===== config.mk =====
export PLATFORM = sky130hd
export DESIGN_NAME = pipelined_adder
export DESIGN_NICKNAME = d
export VERILOG_FILES = /design/src/rtl/pipelined_adder.sv
export SDC_FILE = /design/constraint.sdc
export NUM_CORES = 1
export LEC_CHECK = 0
export ABC_CLOCK_PERIOD_IN_PS = 5100
export CORE_MARGIN = 2
export CORE_UTILIZATION = 40
export DETAILED_ROUTE_END_ITERATION = 10
export DONT_BUFFER_PORTS = 1
export PLACE_DENSITY = 0.58
export SKIP_CTS_REPAIR_TIMING = 1
export SYNTH_ARGS = -nofsm -noshare
export SYNTH_HDL_FRONTEND = slang
export SYNTH_SLANG_ARGS = --single-unit
export TNS_END_PERCENT = 50

===== constraint.sdc =====
create_clock -name clk -period 5.1 [get_ports clk]
set_input_delay 0.51 -clock clk [delete_from_list [all_inputs] [get_ports clk]]
set_output_delay 0.51 -clock clk [all_outputs]
set_load 0.03 [all_outputs]

===== src/rtl/pipelined_adder.sv =====
`timescale 1ns/1ps
// pipelined_adder: WIDTH-bit ripple-carry adder cut into STAGES registered chunks, valid/ready on both sides.
// Define ADDER_SUB_EN to add a sub port that selects a - b (a + ~b + 1).
module pipelined_adder #(
  parameter int WIDTH  = 32,
  parameter int STAGES = 4
) (
  input  logic             clk,
  input  logic             rst_n,
  input  logic             in_valid,
  output logic             in_ready,
  input  logic [WIDTH-1:0] a,
  input  logic [WIDTH-1:0] b,
  input  logic             cin,
`ifdef ADDER_SUB_EN
  input  logic             sub,
`endif
  output logic             out_valid,
  input  logic             out_ready,
  output logic [WIDTH-1:0] sum,
  output logic             cout
);

  localparam int CW = WIDTH / STAGES;

  logic                          en;
  logic [WIDTH-1:0]              b_eff;
  logic                          cin_eff;

  logic [STAGES-1:0][WIDTH-1:0]  a_q, b_q, s_q;
  logic [STAGES-1:0]             c_q, v_q;

  logic [STAGES-1:0][WIDTH-1:0]  a_src, b_src, s_src, s_nxt;
  logic [STAGES-1:0]             c_src, v_src, c_nxt;

  // Subtraction inverts b once at acceptance; the inverted operand then rides the
  // skew registers, so the mode follows its transaction without a separate flag.
`ifdef ADDER_SUB_EN
  assign b_eff   = sub ? ~b : b;
  assign cin_eff = sub ? 1'b1 : cin;
`else
  assign b_eff   = b;
  assign cin_eff = cin;
`endif

  assign en        = !out_valid || out_ready;
  assign in_ready  = en;
  assign out_valid = v_q[STAGES-1];
  assign sum       = s_q[STAGES-1];
  assign cout      = c_q[STAGES-1];

  for (genvar k = 0; k < STAGES; k++) begin : g_stage
    logic [CW:0]      add_k;
    logic [WIDTH-1:0] merged;

    if (k == 0) begin : g_first
      assign a_src[k] = a;
      assign b_src[k] = b_eff;
      assign s_src[k] = '0;
      assign c_src[k] = cin_eff;
      assign v_src[k] = in_valid;
    end else begin : g_next
      assign a_src[k] = a_q[k-1];
      assign b_src[k] = b_q[k-1];
      assign s_src[k] = s_q[k-1];
      assign c_src[k] = c_q[k-1];
      assign v_src[k] = v_q[k-1];
    end

    assign add_k = {1'b0, a_src[k][k*CW +: CW]} + {1'b0, b_src[k][k*CW +: CW]}
                 + {{CW{1'b0}}, c_src[k]};

    always_comb begin
      merged               = s_src[k];
      merged[k*CW +: CW]   = add_k[CW-1:0];
    end

    assign s_nxt[k] = merged;
    assign c_nxt[k] = add_k[CW];
  end

  always_ff @(posedge clk or negedge rst_n) begin
    if (!rst_n) begin
      a_q <= '0;
      b_q <= '0;
      s_q <= '0;
      c_q <= '0;
      v_q <= '0;
    end else if (en) begin
      a_q <= a_src;
      b_q <= b_src;
      s_q <= s_nxt;
      c_q <= c_nxt;
      v_q <= v_src;
    end
  end

  // Already-consumed low operand chunks and the last stage's operands are dead; synthesis trims them.
  logic unused_ok;
  assign unused_ok = ^{a_q, b_q};

endmodule


==> results.tsv, run 1 <==
metric	value	unit
Root Driver	clkbuf_16	
WHS	0.152	ns
row count	51	
CP Launch Point	v_q[3]	
RSZ-0062 raised after global routing	no	
Critical R2R Launch	v_q[3]	
most frequent cells in the layout	nand2_1, dfrtp_1, o21ai_0, ha_1, clkbuf_16	
syn_nets	1002	
CP arrival	3.06	ns
commonest non-fill, non-tap cell in the layout	nand2_1	
post-layout minimum cycle time	2.76	ns
status	finished clean	
Clock Latency Late Sink	0.43	ns
Synth Area per Inst	8.94	sq um
P_leak	4.48	nW
worst setup path end	c_q[2]	
Critical R2R Capture	c_q[2]	
clk buf depth	2	
Sw Ratio	0.390	
final WL	15400	um
GR Util All Layers	0.154	
largest net degree at the start of global routing	185	
Critical Path, Cell by Cell	nor2b_4 > inv_6 > buf_4 > o21ai_0 > a21oi_1	
initial DRC count	298	
CP bufs+invs	2	
Synth Cell Area	8020	sq um
asr flop ratio synth	1.00	
Max Cap Viol	0	
first-pass GRT wire length	26700	um
FMAX	363	MHz
Inserted Diodes	0	
drt drc	0	
initial antenna violation count	0	
Switch Pwr	0.00224	W
CTS tree	yes	
Synth Instances	897	
via/cell ratio	4.72	
sequential share of power	0.474	
Max Slew Vio Count	0	
H-tree depth	4	
Warnings, synthesis	0	
DP HPWL	9820	um
port buffer count	0	
layout cell share with drive strength beyond 1	0.0404	
CP delay by family, top	buffers and inverters	
Post-synth EDFFs	0	
Layout Nets	984	
CP max-delay cell	nor2b_4	
CORE AREA	19600	sq um
cell area after layout	8780	sq um
Levels on crit path	5	
R2R setup slack	2.34	ns
Finish-stage setup viols	0	
Power Density	653	nW/um^2
Critical Path Start Type	register	
Via Count	5459	
Sum Neg Setup Slack	0	ns
RePlAce Congestion	0.801	
die width	146	um
Inserted Clock Buffers	17	
Slew HR	0.410	
worst slew pin tran	0.885	ns
Initial Utilization	0.410	
ANT nets after route	0	
Sink Count	184	
clock power share	0.219	
Ports	104	
Die H	146	um
overall power	0.00574	W
CP Capture Type	register	
Final Hold Fails	0	
post-DR wirelength/cell	13.3	um
FF+latch count, synth	184	
DP Area	8200	sq um
Synth cell types	31	
Comb power frac	0.306	
crit share post-route	0.541	
Die Area	21200	sq um
worst hold path type	in2async	
Area Growth Syn to Fin	9.47	%
utilization after layout	0.448	
P_int	0.00350	W
grt ovf	0	
reg2reg path depth	5	
number of global-route vias before repair	5304	
detailed-router iteration count before antenna repair	4	
CP Data Required Time	5.41	ns
main flop type after synthesis	dfrtp_1	
Clock Pin Slew Worst Setup and Hold Paths	0.07	ns
Worst Path Max Fanout	89	
WS Path Type	reg2reg	
Worst VDD drop	270	uV
CP peak stage delay	0.76	ns
Seq/Total Area, Yosys	0.574	
clk_skew	0.0110	ns
-- cell type report --
type                       count  area [sq um]
multi-input combinational    662          3190
sequential                   184          4600
inverter                      10          42.5
clock buffer                  23           468
timing repair buffer           4          50.0
clock inverter                 9          91.3
tap                          265           332
fill                        1999         10800
-- cell usage after synthesis (2+ instances only) --
library cell,instances,share of area
a31oi_1,5,0.0039
nand2_1,484,0.23
o21ai_0,41,0.026
xor2_1,12,0.013
buf_2,17,0.011
a211oi_1,10,0.0094
a21oi_1,16,0.010
inv_1,9,0.0042
dfrtp_1,184,0.57
fa_1,8,0.020
nor2b_1,3,0.0023
xnor2_1,4,0.0044
a21o_1,6,0.0056
buf_6,2,0.0028
clkbuf_1,21,0.0098
o211ai_1,5,0.0047
or3_1,3,0.0023
nand2b_1,3,0.0023
ha_1,28,0.044
o21bai_1,3,0.0028
nor3_1,11,0.0069
nor2_1,13,0.0061
-- cell families after synthesis --
logic type,Yosys count,synth area share
AO/OA/AOI/OAI,90,0.0663
XOR/XNOR,16,0.0175
adder cells (fa/ha/maj),36,0.0636
buffers and inverters,51,0.0289
flip-flops,184,0.574
AND/OR/NAND/NOR,520,0.250
-- worst min-delay path by stage --
stage	endpoint	slack [ns]	cells after the start
floorplan	a_q[10]	0.21	0
global placement	b_q[31]	0.23	0
detailed placement	b_q[31]	0.23	0
CTS	sum[29]	-0.24	0
global route	b_q[24]	0.18	2
finish	g_stage[1].merged[4]	0.15	1
-- metal layers --
layer  track usage  vias up  wire [um]
li1              -     2806          -
met1         0.209     2565       7450
met5             0        -          0
met3        0.0492       12        765
met2         0.236       76       6980
met4        0.0529        0        197
-- through the flow --
| step | cells | setup WS, ns |
|---|---|---|
| floorplan | 897 | 2.87 |
| global placement | 1124 | 2.34 |
| detailed placement | 1124 | 2.32 |
| CTS | 1156 | 2.31 |
| global route | 1157 | 2.05 |
| finish | 1157 | 2.34 |
-- flip-flops by register name (all words and copies together) (netlist names) --
register	flops
g_stage.merged	48
sum	32
v_q	4
a_q	48
b_q	48
c_q	4
-- power groups by stage --
stage          clock [W]  sequential [W]  combinational [W]
6_report         0.00126         0.00272            0.00176
3_3_place_gp           0         0.00275            0.00171
3_5_place_dp           0         0.00276            0.00176
4_1_cts          0.00129         0.00273            0.00177
5_1_grt          0.00135         0.00282            0.00210
2_1_floorplan          0         0.00265            0.00147
(Power assumes the default switching activity.)
==> run 2, diff against run 1 <==
Settings changed: ABC_CLOCK_PERIOD_IN_PS 5100 to 2700.
Clock period 5.1 ns to 2.7 ns, I/O delays scaled along.
==> run 2 against run 1 <==
  * Clock skew is 0.00078 ns lower
  * Critical path depth is 2 higher
  * Worst hold slack worse by 0.60 ns
  * Maximum frequency is 21% higher
  * Global-route usage hardly changed
  * Routed wire length is 3.5% higher
  * The run now ends with hold timing left
  * Critical endpoint is now g_stage[3].merged[22]
  * Clock-buffer cell count is 5 lower
==> results.tsv, run 2 (synthesis results as in run 1) <==
metric	value	unit	change
WS Path Type	reg2reg		
die width	146	um	unchanged
crit share post-route	0.841		+0.300
Root Driver	clkbuf_16		
Power Density	1190	nW/um^2	+82%
Clock Latency Late Sink	0.42	ns	about the same
Comb power frac	0.309		+0.003
Sink Count	184		unchanged
Final Hold Fails	185		+185
post-DR wirelength/cell	13.3	um	-0.34%
P_leak	4.69	nW	+4.7%
clk buf depth	2		unchanged
Die Area	21200	sq um	unchanged
Final Non-Filler Cells	1202		+3.9%
layout cell share with drive strength beyond 1	0.0448		+0.00447
Max Cap Viol	0		unchanged
Die H	146	um	unchanged
Clock Pin Slew Worst Setup and Hold Paths	0.07	ns	about the same
worst hold path type	in2async		
Ports	104		unchanged
Critical R2R Launch	a_q[48]		
commonest non-fill, non-tap cell in the layout	nand2_1		
grt ovf	0		unchanged
RePlAce Congestion	0.824		+2.9%
Slew HR	0.555		+0.146
largest net degree at the start of global routing	185		unchanged
clock power share	0.223		+0.004
footprint of the multi-input gates	3190	sq um	unchanged
most frequent cells in the layout	nand2_1, dfrtp_1, dlygate4sd3_1, o21ai_0, ha_1		
CP arrival	2.56	ns	-0.50 ns
final WL	15900	um	+3.5%
worst slew pin tran	0.667	ns	-0.218 ns
Max Slew Vio Count	0		unchanged
Worst Path Max Fanout	3		-97%
reg2reg path depth	7		+2
Worst VDD drop	498	uV	+84%
drt drc	0		unchanged
Switch Pwr	0.00427	W	+91%
violated checks	hold timing		
post-layout minimum cycle time	2.27	ns	-0.487 ns
overall power	0.0110	W	+92%
first-pass GRT wire length	26800	um	+0.62%
DP HPWL	10000	um	+2.1%
sequential share of power	0.468		-0.006
H-tree depth	4		unchanged
Layout Nets	1030		+4.7%
CTS tree	yes		
initial DRC count	375		+26%
initial antenna violation count	0		unchanged
Reg area	4600	sq um	unchanged
CP Data Required Time	2.99	ns	-2.42 ns
clk_skew	0.0103	ns	-0.000781 ns
FMAX	441	MHz	+21%
dpl cells	1129		+0.44%
Inserted Diodes	0		unchanged
# fillers	1935		-3.2%
Critical Path Start Type	register		
port buffer count	0		unchanged
row count	51		unchanged
CORE AREA	19600	sq um	unchanged
WHS	-0.449	ns	-0.601 ns
detailed-router iteration count before antenna repair	4		unchanged
worst setup path end	g_stage[3].merged[22]		
RSZ-0062 raised after global routing	no		
status	finished with violations		
utilization after layout	0.472		+0.0240
Sum Neg Setup Slack	0	ns	unchanged
Via Count	5541		+1.5%
Sw Ratio	0.388		-0.00237
GR Util All Layers	0.155		about the same
number of global-route vias before repair	5388		+1.6%
Inserted Clock Buffers	17		unchanged
Initial Utilization	0.410		unchanged
Area Growth Syn to Fin	15.3	%	
P_int	0.00674	W	+93%
Critical R2R Capture	g_stage[3].merged[22]		
via/cell ratio	4.61		-2.3%
CP Launch Point	a_q[48]		
Finish-stage setup viols	0		unchanged
R2R setup slack	0.43	ns	-1.91 ns
CP Capture Type	register		
ANT nets after route	0		unchanged
[run 2: area by class of cell]
class / instances / area share
sequential: 184 / 0.498
multi-input combinational: 662 / 0.345
timing repair buffer: 50 / 0.0546
clock buffer: 18 / 0.0464
tap: 265 / 0.0358
clock inverter: 13 / 0.0157
inverter: 10 / 0.00460
[run 2: how the worst min path moves through the flow]
stage,from,end,slack (ns),depth (start not counted)
detailed placement,rst_n,b_q[31],-0.01,0
global route,rst_n,b_q[31],-0.48,0
floorplan,rst_n,a_q[10],-0.03,0
global placement,rst_n,a_q[9],-0.01,0
finish,rst_n,b_q[31],-0.45,0
CTS,rst_n,sum[1],-0.48,0
[run 2: power groups by stage]
stage               logic (W)  clock network [W]  registers, W
floorplan             0.00277                  0       0.00500
global placement      0.00334                  0       0.00520
detailed placement    0.00340                  0       0.00523
CTS                   0.00341            0.00252       0.00518
global route          0.00399            0.00263       0.00533
finish                0.00340            0.00246       0.00516
[run 2: metal layers]
| metal | global-route usage | up-vias | routed length, um |
|---|---|---|---|
| li1 | - | 2902 | - |
| met1 | 0.219 | 2551 | 8050 |
| met2 | 0.232 | 73 | 7010 |
| met3 | 0.0433 | 15 | 684 |
| met4 | 0.0485 | 0 | 192 |
| met5 | 0 | - | 0 |
[run 2: worst max-delay path, stage by stage, from the launching register on]
cell,delay [ns]
dfrtp_1,0.40
fa_1,0.48
fa_1,0.42
a21oi_1,0.24
o211ai_1,0.13
a21oi_1,0.23
xor2_1,0.16
o21ai_0,0.08
[run 2: stage by stage]
step | cell area, sq um | setup slack [ns]
after floorplan | 8020 | 0.598
after detailed placement | 8260 | 0.433
after CTS | 8830 | 0.414
final | 9250 | 0.430
after global placement | 8260 | 0.488
after global routing | 9250 | 0.279
